## config.mk

```make
export PLATFORM = sky130hd
export DESIGN_NAME = vpi_call_sched_flat
export DESIGN_NICKNAME = d
export VERILOG_FILES = /design/src/rtl/vpi_call_sched_if.sv /design/src/rtl/vpi_call_sched.sv /design/src/flat_wrapper.sv
export SDC_FILE = /design/constraint.sdc
export NUM_CORES = 1
export LEC_CHECK = 0
export ABC_AREA = 1
export CORE_MARGIN = 5
export CORE_UTILIZATION = 25
export CTS_CLUSTER_SIZE = 24
export DETAILED_ROUTE_END_ITERATION = 10
export PLACE_DENSITY = 0.58
export SLEW_MARGIN = 20
export SYNTH_ARGS = -nofsm -noshare
export SYNTH_HDL_FRONTEND = slang
export SYNTH_SLANG_ARGS = --single-unit
export TNS_END_PERCENT = 100
```

## constraint.sdc

```tcl
create_clock -name clk -period 2.9 [get_ports clk]
set_clock_uncertainty 0.05 [all_clocks]
set_input_delay 0.58 -clock clk [delete_from_list [all_inputs] [get_ports clk]]
set_output_delay 0.58 -clock clk [all_outputs]
set_load 0.02 [all_outputs]
```

## src/rtl/vpi_call_sched_if.sv

```systemverilog
`default_nettype none
// ============================================================================
//  Module   : vpi_call_sched_if
//  Brief    : Requester, VPI-call and response signal bundle for vpi_call_sched.
//  Revision : 1.0
// ============================================================================
interface vpi_call_sched_if #(
    parameter int NUM_REQ = 4,
    parameter int A_W     = 16,
    parameter int B_W     = 7,
    parameter int C_W     = 32,
    parameter int R_W     = 32
);
    localparam int c_id_w = $clog2(NUM_REQ);

    logic [NUM_REQ-1:0]     req_valid;
    logic [NUM_REQ*A_W-1:0] req_a;
    logic [NUM_REQ*B_W-1:0] req_b;
    logic [NUM_REQ*C_W-1:0] req_c;
    logic [NUM_REQ-1:0]     req_ready;
    logic                   call_valid;
    logic [A_W-1:0]         call_a;
    logic [B_W-1:0]         call_b;
    logic [C_W-1:0]         call_c;
    logic [c_id_w-1:0]      call_id;
    logic                   res_valid;
    logic [R_W-1:0]         res_data;
    logic [NUM_REQ-1:0]     rsp_valid;
    logic [R_W-1:0]         rsp_data;
    logic                   rsp_err;
    logic                   busy;

    // Environment side: requesters and the VPI wrapper.
    modport master (
        output req_valid, req_a, req_b, req_c, res_valid, res_data,
        input  req_ready, call_valid, call_a, call_b, call_c, call_id,
               rsp_valid, rsp_data, rsp_err, busy
    );

    // Scheduler side.
    modport slave (
        input  req_valid, req_a, req_b, req_c, res_valid, res_data,
        output req_ready, call_valid, call_a, call_b, call_c, call_id,
               rsp_valid, rsp_data, rsp_err, busy
    );
endinterface
`default_nettype wire

```

## src/rtl/vpi_call_sched.sv

```systemverilog
`default_nettype none
// ============================================================================
//  Module   : vpi_call_sched
//  Brief    : Round-robin scheduler sharing one VPI call port among requesters,
//             one call outstanding, with timeout error response.
//  Revision : 1.0
// ============================================================================
module vpi_call_sched #(
    parameter int NUM_REQ = 4,
    parameter int A_W     = 16,
    parameter int B_W     = 7,
    parameter int C_W     = 32,
    parameter int R_W     = 32,
    parameter int TIMEOUT = 255
) (
    input  wire logic       clk,
    input  wire logic       rst_n,
    vpi_call_sched_if.slave bus
);
    localparam int          c_id_w       = $clog2(NUM_REQ);
    localparam logic [15:0] c_timer_last = 16'(TIMEOUT - 1);
    localparam logic [15:0] c_timer_max  = 16'hFFFF;

    typedef enum logic [1:0] {
        ST_IDLE  = 2'd0,
        ST_ISSUE = 2'd1,
        ST_WAIT  = 2'd2,
        ST_RESP  = 2'd3
    } state_t;

    state_t             r_state;
    state_t             w_state_nxt;
    logic [c_id_w-1:0]  r_rr_ptr;
    logic [c_id_w-1:0]  r_id;
    logic [A_W-1:0]     r_a;
    logic [B_W-1:0]     r_b;
    logic [C_W-1:0]     r_c;
    logic [R_W-1:0]     r_data;
    logic               r_err;
    logic [15:0]        r_timer;

    logic               w_found;
    logic [c_id_w-1:0]  w_grant_id;
    logic [NUM_REQ-1:0] w_ready;
    logic               w_call_valid;
    logic [NUM_REQ-1:0] w_rsp_valid;
    logic [R_W-1:0]     w_rsp_data;
    logic               w_rsp_err;

    // Round-robin search: first pass from rr_ptr upward, second pass wraps from 0.
    always_comb begin
        w_found    = 1'b0;
        w_grant_id = '0;
        w_ready    = '0;
        for (int i = 0; i < NUM_REQ; i++) begin
            if (!w_found && bus.req_valid[i] && (i >= int'(r_rr_ptr))) begin
                w_found    = 1'b1;
                w_grant_id = c_id_w'(i);
            end
        end
        for (int i = 0; i < NUM_REQ; i++) begin
            if (!w_found && bus.req_valid[i]) begin
                w_found    = 1'b1;
                w_grant_id = c_id_w'(i);
            end
        end
        for (int i = 0; i < NUM_REQ; i++) begin
            w_ready[i] = rst_n && (r_state == ST_IDLE) && w_found &&
                         (w_grant_id == c_id_w'(i));
        end
    end

    always_ff @(posedge clk or negedge rst_n) begin
        if (!rst_n) begin
            r_state <= ST_IDLE;
        end else begin
            r_state <= w_state_nxt;
        end
    end

    always_comb begin
        w_state_nxt  = r_state;
        w_call_valid = 1'b0;
        w_rsp_valid  = '0;
        w_rsp_data   = '0;
        w_rsp_err    = 1'b0;
        unique case (r_state)
            ST_IDLE: begin
                if (w_found) begin
                    w_state_nxt = ST_ISSUE;
                end
            end
            ST_ISSUE: begin
                w_call_valid = 1'b1;
                w_state_nxt  = ST_WAIT;
            end
            ST_WAIT: begin
                if (bus.res_valid || (r_timer == c_timer_last)) begin
                    w_state_nxt = ST_RESP;
                end
            end
            ST_RESP: begin
                for (int i = 0; i < NUM_REQ; i++) begin
                    w_rsp_valid[i] = (r_id == c_id_w'(i));
                end
                w_rsp_data  = r_data;
                w_rsp_err   = r_err;
                w_state_nxt = ST_IDLE;
            end
            default: begin
                w_state_nxt = ST_IDLE;
            end
        endcase
    end

    always_ff @(posedge clk or negedge rst_n) begin
        if (!rst_n) begin
            r_rr_ptr <= '0;
            r_id     <= '0;
            r_a      <= '0;
            r_b      <= '0;
            r_c      <= '0;
            r_data   <= '0;
            r_err    <= 1'b0;
            r_timer  <= '0;
        end else begin
            unique case (r_state)
                ST_IDLE: begin
                    if (w_found) begin
                        r_id     <= w_grant_id;
                        r_rr_ptr <= (w_grant_id == c_id_w'(NUM_REQ - 1)) ? '0
                                                                         : w_grant_id + 1'b1;
                        for (int i = 0; i < NUM_REQ; i++) begin
                            if (w_grant_id == c_id_w'(i)) begin
                                r_a <= bus.req_a[i*A_W +: A_W];
                                r_b <= bus.req_b[i*B_W +: B_W];
                                r_c <= bus.req_c[i*C_W +: C_W];
                            end
                        end
                    end
                end
                ST_ISSUE: begin
                    r_timer <= '0;
                end
                ST_WAIT: begin
                    if (bus.res_valid) begin
                        r_data <= bus.res_data;
                        r_err  <= 1'b0;
                    end else if (r_timer == c_timer_last) begin
                        r_data <= '0;
                        r_err  <= 1'b1;
                    end else if (r_timer != c_timer_max) begin
                        r_timer <= r_timer + 16'd1;
                    end
                end
                default: begin
                end
            endcase
        end
    end

    assign bus.req_ready  = w_ready;
    assign bus.call_valid = w_call_valid;
    assign bus.call_a     = r_a;
    assign bus.call_b     = r_b;
    assign bus.call_c     = r_c;
    assign bus.call_id    = r_id;
    assign bus.rsp_valid  = w_rsp_valid;
    assign bus.rsp_data   = w_rsp_data;
    assign bus.rsp_err    = w_rsp_err;
    assign bus.busy       = (r_state != ST_IDLE);

endmodule
`default_nettype wire

```

## src/flat_wrapper.sv

```systemverilog
// flat-port wrapper written by rule: the top's interface ports become plain ports
module vpi_call_sched_flat 
#(
    parameter int NUM_REQ = 4,
    parameter int A_W     = 16,
    parameter int B_W     = 7,
    parameter int C_W     = 32,
    parameter int R_W     = 32,
    parameter int TIMEOUT = 255
)
  (clk, rst_n, bus_req_valid, bus_req_a, bus_req_b, bus_req_c, bus_res_valid, bus_res_data, bus_req_ready, bus_call_valid, bus_call_a, bus_call_b, bus_call_c, bus_call_id, bus_rsp_valid, bus_rsp_data, bus_rsp_err, bus_busy);
  vpi_call_sched_if #(.NUM_REQ(NUM_REQ), .A_W(A_W), .B_W(B_W), .C_W(C_W), .R_W(R_W)) bus_i ();
  input  wire logic clk;
  input  wire logic rst_n;
  input wire logic [$bits(bus_i.req_valid)-1:0] bus_req_valid;
  input wire logic [$bits(bus_i.req_a)-1:0] bus_req_a;
  input wire logic [$bits(bus_i.req_b)-1:0] bus_req_b;
  input wire logic [$bits(bus_i.req_c)-1:0] bus_req_c;
  input wire logic [$bits(bus_i.res_valid)-1:0] bus_res_valid;
  input wire logic [$bits(bus_i.res_data)-1:0] bus_res_data;
  output wire logic [$bits(bus_i.req_ready)-1:0] bus_req_ready;
  output wire logic [$bits(bus_i.call_valid)-1:0] bus_call_valid;
  output wire logic [$bits(bus_i.call_a)-1:0] bus_call_a;
  output wire logic [$bits(bus_i.call_b)-1:0] bus_call_b;
  output wire logic [$bits(bus_i.call_c)-1:0] bus_call_c;
  output wire logic [$bits(bus_i.call_id)-1:0] bus_call_id;
  output wire logic [$bits(bus_i.rsp_valid)-1:0] bus_rsp_valid;
  output wire logic [$bits(bus_i.rsp_data)-1:0] bus_rsp_data;
  output wire logic [$bits(bus_i.rsp_err)-1:0] bus_rsp_err;
  output wire logic [$bits(bus_i.busy)-1:0] bus_busy;
  assign bus_i.req_valid = bus_req_valid;
  assign bus_i.req_a = bus_req_a;
  assign bus_i.req_b = bus_req_b;
  assign bus_i.req_c = bus_req_c;
  assign bus_i.res_valid = bus_res_valid;
  assign bus_i.res_data = bus_res_data;
  assign bus_req_ready = bus_i.req_ready;
  assign bus_call_valid = bus_i.call_valid;
  assign bus_call_a = bus_i.call_a;
  assign bus_call_b = bus_i.call_b;
  assign bus_call_c = bus_i.call_c;
  assign bus_call_id = bus_i.call_id;
  assign bus_rsp_valid = bus_i.rsp_valid;
  assign bus_rsp_data = bus_i.rsp_data;
  assign bus_rsp_err = bus_i.rsp_err;
  assign bus_busy = bus_i.busy;
  vpi_call_sched #(.NUM_REQ(NUM_REQ), .A_W(A_W), .B_W(B_W), .C_W(C_W), .R_W(R_W), .TIMEOUT(TIMEOUT)) u_core (.clk(clk), .rst_n(rst_n), .bus(bus_i));
endmodule
```

# Word-level counts from Yosys, hierarchy flattened
# Cells that the tools add are included.
totals:
  register_bits: 110
  input_bits: 259
  wordCells: 109
op_classes:
  add_sub_neg: 2
  n_lt_le_gt_ge: 3
  eq_ne: 16
  n_mux: 43
  n_reduce_logical: 36
op_table:
  columns: ["op", "n"]
  rows:
  - ["$mux W32", 7]
  - ["$mux W16", 7]
  - ["$pmux W16 S2", 1]
  - ["$mux W7", 4]
  - ["$mux W2", 9]
  - ["$add A16 B1 Y16 const B", 1]
  - ["$eq A16 B8 Y1 const B", 1]
  - ["$logic_and A1 B1 Y1", 16]
  - ["$ne A16 B16 Y1 const B", 1]
  - ["$mux W1", 13]
  - ["$eq A2 B2 Y1 const B", 6]
  - ["$pmux W2 S4", 1]
  - ["$logic_not A1 Y1", 7]
  - ["$eq A2 B1 Y1 const B", 3]
  - ["$logic_not A2 Y1", 3]
  - ["$ne A2 B1 Y1 const B", 3]
  - ["$reduce_and A2 Y1", 3]
  - ["$reduce_bool A2 Y1", 3]
  - ["$ge A1 B2 Y1 const A", 2]
  - ["$mux W4", 1]
  - ["$ne A2 B2 Y1 const B", 2]
  - ["$reduce_and A4 Y1", 1]
  - ["$reduce_bool A4 Y1", 1]
  - ["$reduce_and A3 Y1", 1]
  - ["other kinds (3)", 3]

# Depth between registers and ports, before layout
logic_depth:
  depth_word: 31
  ltp_mapped: 17
  mapped_depth_nobuf: 15

# Worst setup path after synthesis
# No wires, ideal clock.
synth_path:
  kind: "input to output"
  start: "in bus_req_valid[0]"
  end: "out bus_req_ready[3]"
  arrival_time_ns: 2.129
  setup_slack_ns: 0.141
  cell_stages: 10
  cell_sequence: "nand2_1 > nand2_1 > nor2_4 > nand3_1 > nand3_1 > ha_1 > clkbuf_1 > clkbuf_1 > inv_1 > nor2_1"
synth_between:
  elab_chain_len: 27
  elab_cells_between_ends: 35
synth_rtl:
  columns: ["item", "line", "rtl"]
  rows:
  - ["start, declared", "flat_wrapper.sv:15", "input wire logic [$bits(bus_i.req_valid)-1:0] bus_req_valid;"]
  - ["$logic_and A1 B1 Y1", "vpi_call_sched.sv:56", "if (!w_found && bus.req_valid[i] && (i >= int'(r_rr_ptr))) begin"]
  - ["$mux W1", "vpi_call_sched.sv:56", null]
  - ["$logic_not A1 Y1", "vpi_call_sched.sv:56", null]
  - ["$logic_and A1 B1 Y1 (2 in a row)", "vpi_call_sched.sv:56", null]
  - ["$mux W1", "vpi_call_sched.sv:56", null]
  - ["$logic_not A1 Y1", "vpi_call_sched.sv:56", null]
  - ["$logic_and A1 B1 Y1 (2 in a row)", "vpi_call_sched.sv:56", null]
  - ["$mux W1", "vpi_call_sched.sv:56", null]
  - ["[10 not listed]", null, null]
  - ["$logic_and A1 B1 Y1", "vpi_call_sched.sv:62", "if (!w_found && bus.req_valid[i]) begin"]
  - ["$mux W1", "vpi_call_sched.sv:62", null]
  - ["$logic_not A1 Y1", "vpi_call_sched.sv:62", null]
  - ["$logic_and A1 B1 Y1", "vpi_call_sched.sv:62", null]
  - ["$mux W2 (*)", "vpi_call_sched.sv:62", null]
  - ["named net u_core.w_grant_id[0]", "vpi_call_sched.sv:43", "logic [c_id_w-1:0] w_grant_id;"]
  - ["$eq A2 B2 Y1 (*)", "vpi_call_sched.sv:69", "(w_grant_id == c_id_w'(i));"]
  - ["$logic_and A1 B1 Y1 (*)", "vpi_call_sched.sv:68", "w_ready[i] = rst_n && (r_state == ST_IDLE) && w_found &&"]
  - ["end, declared", "flat_wrapper.sv:21", "output wire logic [$bits(bus_i.req_ready)-1:0] bus_req_ready;"]
# Mark *: on every way through the listed nets, which the timed path passes. The rest lies on a longest branch.

# Final worst setup path
layout_path:
  start: "in bus_req_valid[3]"
  end: "out bus_req_ready[1]"
layout_between:
  elab_chain_len: 16
  elab_cells_between_ends: 22
layout_rtl:
  columns: ["item", "line"]
  rows:
  - ["$logic_and A1 B1 Y1", "vpi_call_sched.sv:56"]
  - ["$mux W1", "vpi_call_sched.sv:56"]
  - ["$logic_not A1 Y1", "vpi_call_sched.sv:62"]
  - ["$logic_and A1 B1 Y1", "vpi_call_sched.sv:62"]
  - ["$mux W1", "vpi_call_sched.sv:62"]
  - ["$logic_not A1 Y1", "vpi_call_sched.sv:62"]
  - ["$logic_and A1 B1 Y1", "vpi_call_sched.sv:62"]
  - ["$mux W1", "vpi_call_sched.sv:62"]
  - ["$logic_not A1 Y1", "vpi_call_sched.sv:62"]
  - ["$logic_and A1 B1 Y1", "vpi_call_sched.sv:62"]
  - ["$mux W1", "vpi_call_sched.sv:62"]
  - ["$logic_not A1 Y1", "vpi_call_sched.sv:62"]
  - ["$logic_and A1 B1 Y1", "vpi_call_sched.sv:62"]
  - ["$mux W2 (*)", "vpi_call_sched.sv:62"]
  - ["named net u_core.w_grant_id[1]", "vpi_call_sched.sv:43"]
  - ["$eq A2 B1 Y1 (*)", "vpi_call_sched.sv:69"]
  - ["$logic_and A1 B1 Y1 (*)", "vpi_call_sched.sv:68"]
# Marked as above.

==> flow_summary.yaml <==
worst_setup_path:
  required_ps: 2270
  cp_max_fo: 3
  start_kind: "input pin"
  path_class: "in2out"
  cp-end-kind: "primary output"
  crit_arrival_ps: 2170
route:
  dr.first_iter.drc_count: 396
  wl_met3_mm: 2.30
  dr.max_layer_used: "met4"
  post-route-drc-count: 0
  vias: 7804
  wl_mm: 27.4
  wl_met1_mm: 11.7
  wl_per_cell_um: 15.6
  ant_nets: 0
  vias_per_cell: 4.45
  drt_pass1_iterations: 6
  wl_met2_mm: 13.1
timing:
  finalCritPeriodShare_pct: 96.4
  slew_headroom_pct: 52.1
  setup-tns-final_ps: 0
  worstMarginPinSlew_ps: 719
  max_freq_ghz: 0.358
  hold_viol: 0
  whs_ps: 300
  rsz0062_at_grt: "false"
  setup_slack_ps: 104
  setup_viol: 0
  maxSlewViolCount: 0
  layout_min_cycle_time_ps: 2800
clocking:
  htree_levels: 3
  cts_tree: "yes"
  cts_buffers: 9
  clk_latency_ps: 350
  cts-root-buf: "clkbuf_16"
  clk_pin_slew_ps: 80
  numClockSinks: 110
  ctsHoldBuffers: 0
  cts_max_path_buffers: 2
pwr:
  ir_worst_vdd_mv: 0.418
  p_switching_w: 0.00455
  swShare_pct: 45.9
  p_leak_nw: 5.37
  clkPwrFrac_pct: 13.6
  p_per_area_mw_per_mm2: 875
  p_comb_share_pct: 60.3
  seq_power_share_pct: 26.2
  internal-power_w: 0.00537
floorplanning:
  dieArea_mm2: 0.0310
  die_y_um: 176
  core_area_mm2: 0.0270
  row_count: 60
  die_x_um: 176
  io_pins: 359
  start_util_pct: 25.5
final_layout:
  finalNonFillerCells: 1754
  syn_to_final_growth_pct: 64.5
  drive_gt1_share_pct: 5.80
  final_area_mm2: 0.0113
  diodes: 0
  nets: 1677
global_routing:
  grtUsageTotal_pct: 17.4
  grt_pass1_vias: 7854
  gr-total-overflow: 0
  antenna_found_initial: 0
  grt_pass1_wl_mm: 43.2
  grt_max_degree: 73
worst_hold_path:
  min_path_type: "in2async"
placement:
  place_congestion: 0.826
  post_dp_cell_area_mm2: 0.0109
  hpwl_mm: 21.0
  io_buffers: 358
  dp_slack_ps: -484
  dpl.cell_count: 1737
logic_synthesis:
  syn_nets: 1336
  yosysSeqAreaShare_pct: 40.0
  synth_seq_cells: 110
  syn_inst: 1067
  ys_types: 24
  yosys_warnings: 0
  syn_avg_cell_area_um2: 6.45
  netlist_area_mm2: 0.00689
job:
  drv_cap: 0
run_status:
  status: "complete, no violations"
[through the flow]
step	util (%)	total power, W
finish	41.9	0.00992
floorplan	-	0.00601
global route	41.9	0.0109
CTS	41.8	0.0101
detailed placement	40.5	0.00865
global placement	40.5	0.00859
[area by class of cell]
type                    count  area [µm²]
clock buffers               9         225
clock inverters             7        87.6
well taps                 341         427
multi-input cells         825        3640
flip-flops and latches    110        2750
repair buffers            397        3950
fillers                  2845       15700
inverters                  65         249
[cells by family after synthesis]
group                    Yosys count  share of synthesized area [%]
XOR/XNOR                           5                          0.636
adder cells (fa/ha/maj)           10                           1.82
AO/OA/AOI/OAI                    127                           9.36
buffers and inverters            132                           8.21
flip-flops                       110                           40.0
AND/OR/NAND/NOR                  683                           40.0
[power groups by stage]
stage / Combinational, W / Clock (W) / Sequential, W
5_1_grt: 0.00670 / 0.00147 / 0.00268
2_1_floorplan: 0.00300 / 0 / 0.00301
3_3_place_gp: 0.00599 / 0 / 0.00260
3_5_place_dp: 0.00604 / 0 / 0.00261
6_report: 0.00598 / 0.00134 / 0.00259
4_1_cts: 0.00608 / 0.00141 / 0.00260
[state kept, by name (all words and copies together) (netlist names), 2 cells and up]
name and cells:
u_core.bus.call_a 16, u_core.bus.call_b 7, u_core.bus.call_c 32, u_core.bus.call_id 2, u_core.r_data 32, u_core.r_rr_ptr 2
u_core.r_state 2, u_core.r_timer 16
[layer usage]
| layer | global-route usage [%] | vias to the layer above |
|---|---|---|
| met5 | 0 | - |
| met4 | 3.31 | 0 |
| met3 | 5.97 | 18 |
| met2 | 29.4 | 239 |
| met1 | 21.8 | 3517 |
| li1 | - | 4030 |
[synth_stat cells]
master    count  share of area [%]
or2_2         3               0.27
nor2_4        1               0.16
xor2_1        3               0.38
nor2_1       36                2.0
dfrtp_1     110                 40
nand3_1     109                7.9
buf_1         3               0.16
o21ai_0     117                8.5
buf_2        26                1.9
o21ai_2       1               0.13
xnor2_1       2               0.25
nand4_1       7               0.64
buf_6         5               0.82
nand2_1     519                 28
clkbuf_1     33                1.8
nor2_2        1              0.091
inv_1        63                3.4
o21bai_1      2               0.22
nand3_2       2               0.29
nand2_2       1              0.091
o21ai_1       7               0.51
inv_2         2               0.11
ha_1         10                1.8
nor3_1        4               0.29
[worst paths after layout]
check	cells after the start	slack [ps]	endpoint	from
hold reg to reg	2	420	u_core.r_data[24]	u_core.r_data[24]
min in group clk	2	420	u_core.r_data[24]	u_core.r_data[24]
hold / removal	2	300	u_core.r_rr_ptr[0]	rst_n
max in group asynchronous	3	1480	u_core.bus.call_c[0]	rst_n
setup / recovery	12	100	bus_req_ready[1]	bus_req_valid[3]
setup reg to reg	13	390	u_core.bus.call_c[2]	u_core.r_rr_ptr[1]
[critical path, stage by stage]
cell and delay [ps]:
clkdlybuf4s50_1 430, inv_1 80, nand2_2 80, nor2_4 130, nand3_2 100, nand2_4 100, inv_1 70, buf_4 140
ha_4 170, inv_2 90, nor2_1 50, buf_4 150
[cell usage in the layout, fill, tap and decap left out, types with 4 or more instances in the layout]
| cell | Yosys | final |
|---|---|---|
| nand4_1 | 7 | 7 |
| dfrtp_1 | 110 | 110 |
| nor3_1 | 4 | 4 |
| buf_12 | 0 | 6 |
| o21ai_1 | 7 | 7 |
| nand2_2 | 1 | 5 |
| nand3_2 | 2 | 4 |
| inv_1 | 63 | 62 |
| nor2_1 | 36 | 35 |
| nand3_1 | 109 | 106 |
| clkdlybuf4s50_1 | 0 | 350 |
| o21ai_0 | 117 | 117 |
| clkbuf_16 | 0 | 9 |
| nand2_1 | 519 | 514 |
| ha_1 | 10 | 8 |
| buf_4 | 0 | 35 |
[timing repair]
| item | 4_1_cts | 5_1_grt |
|---|---|---|
| hold endpoints to repair | 0 | 0 |
| cloned | 0 | 0 |
| endpoints found under the setup margin | 4 | 12 |
| setup buffers | 1 | 0 |
| gates resized for setup | 13 | 8 |
| pin swaps | 1 | 3 |
Power figures use the tool's default switching activity.
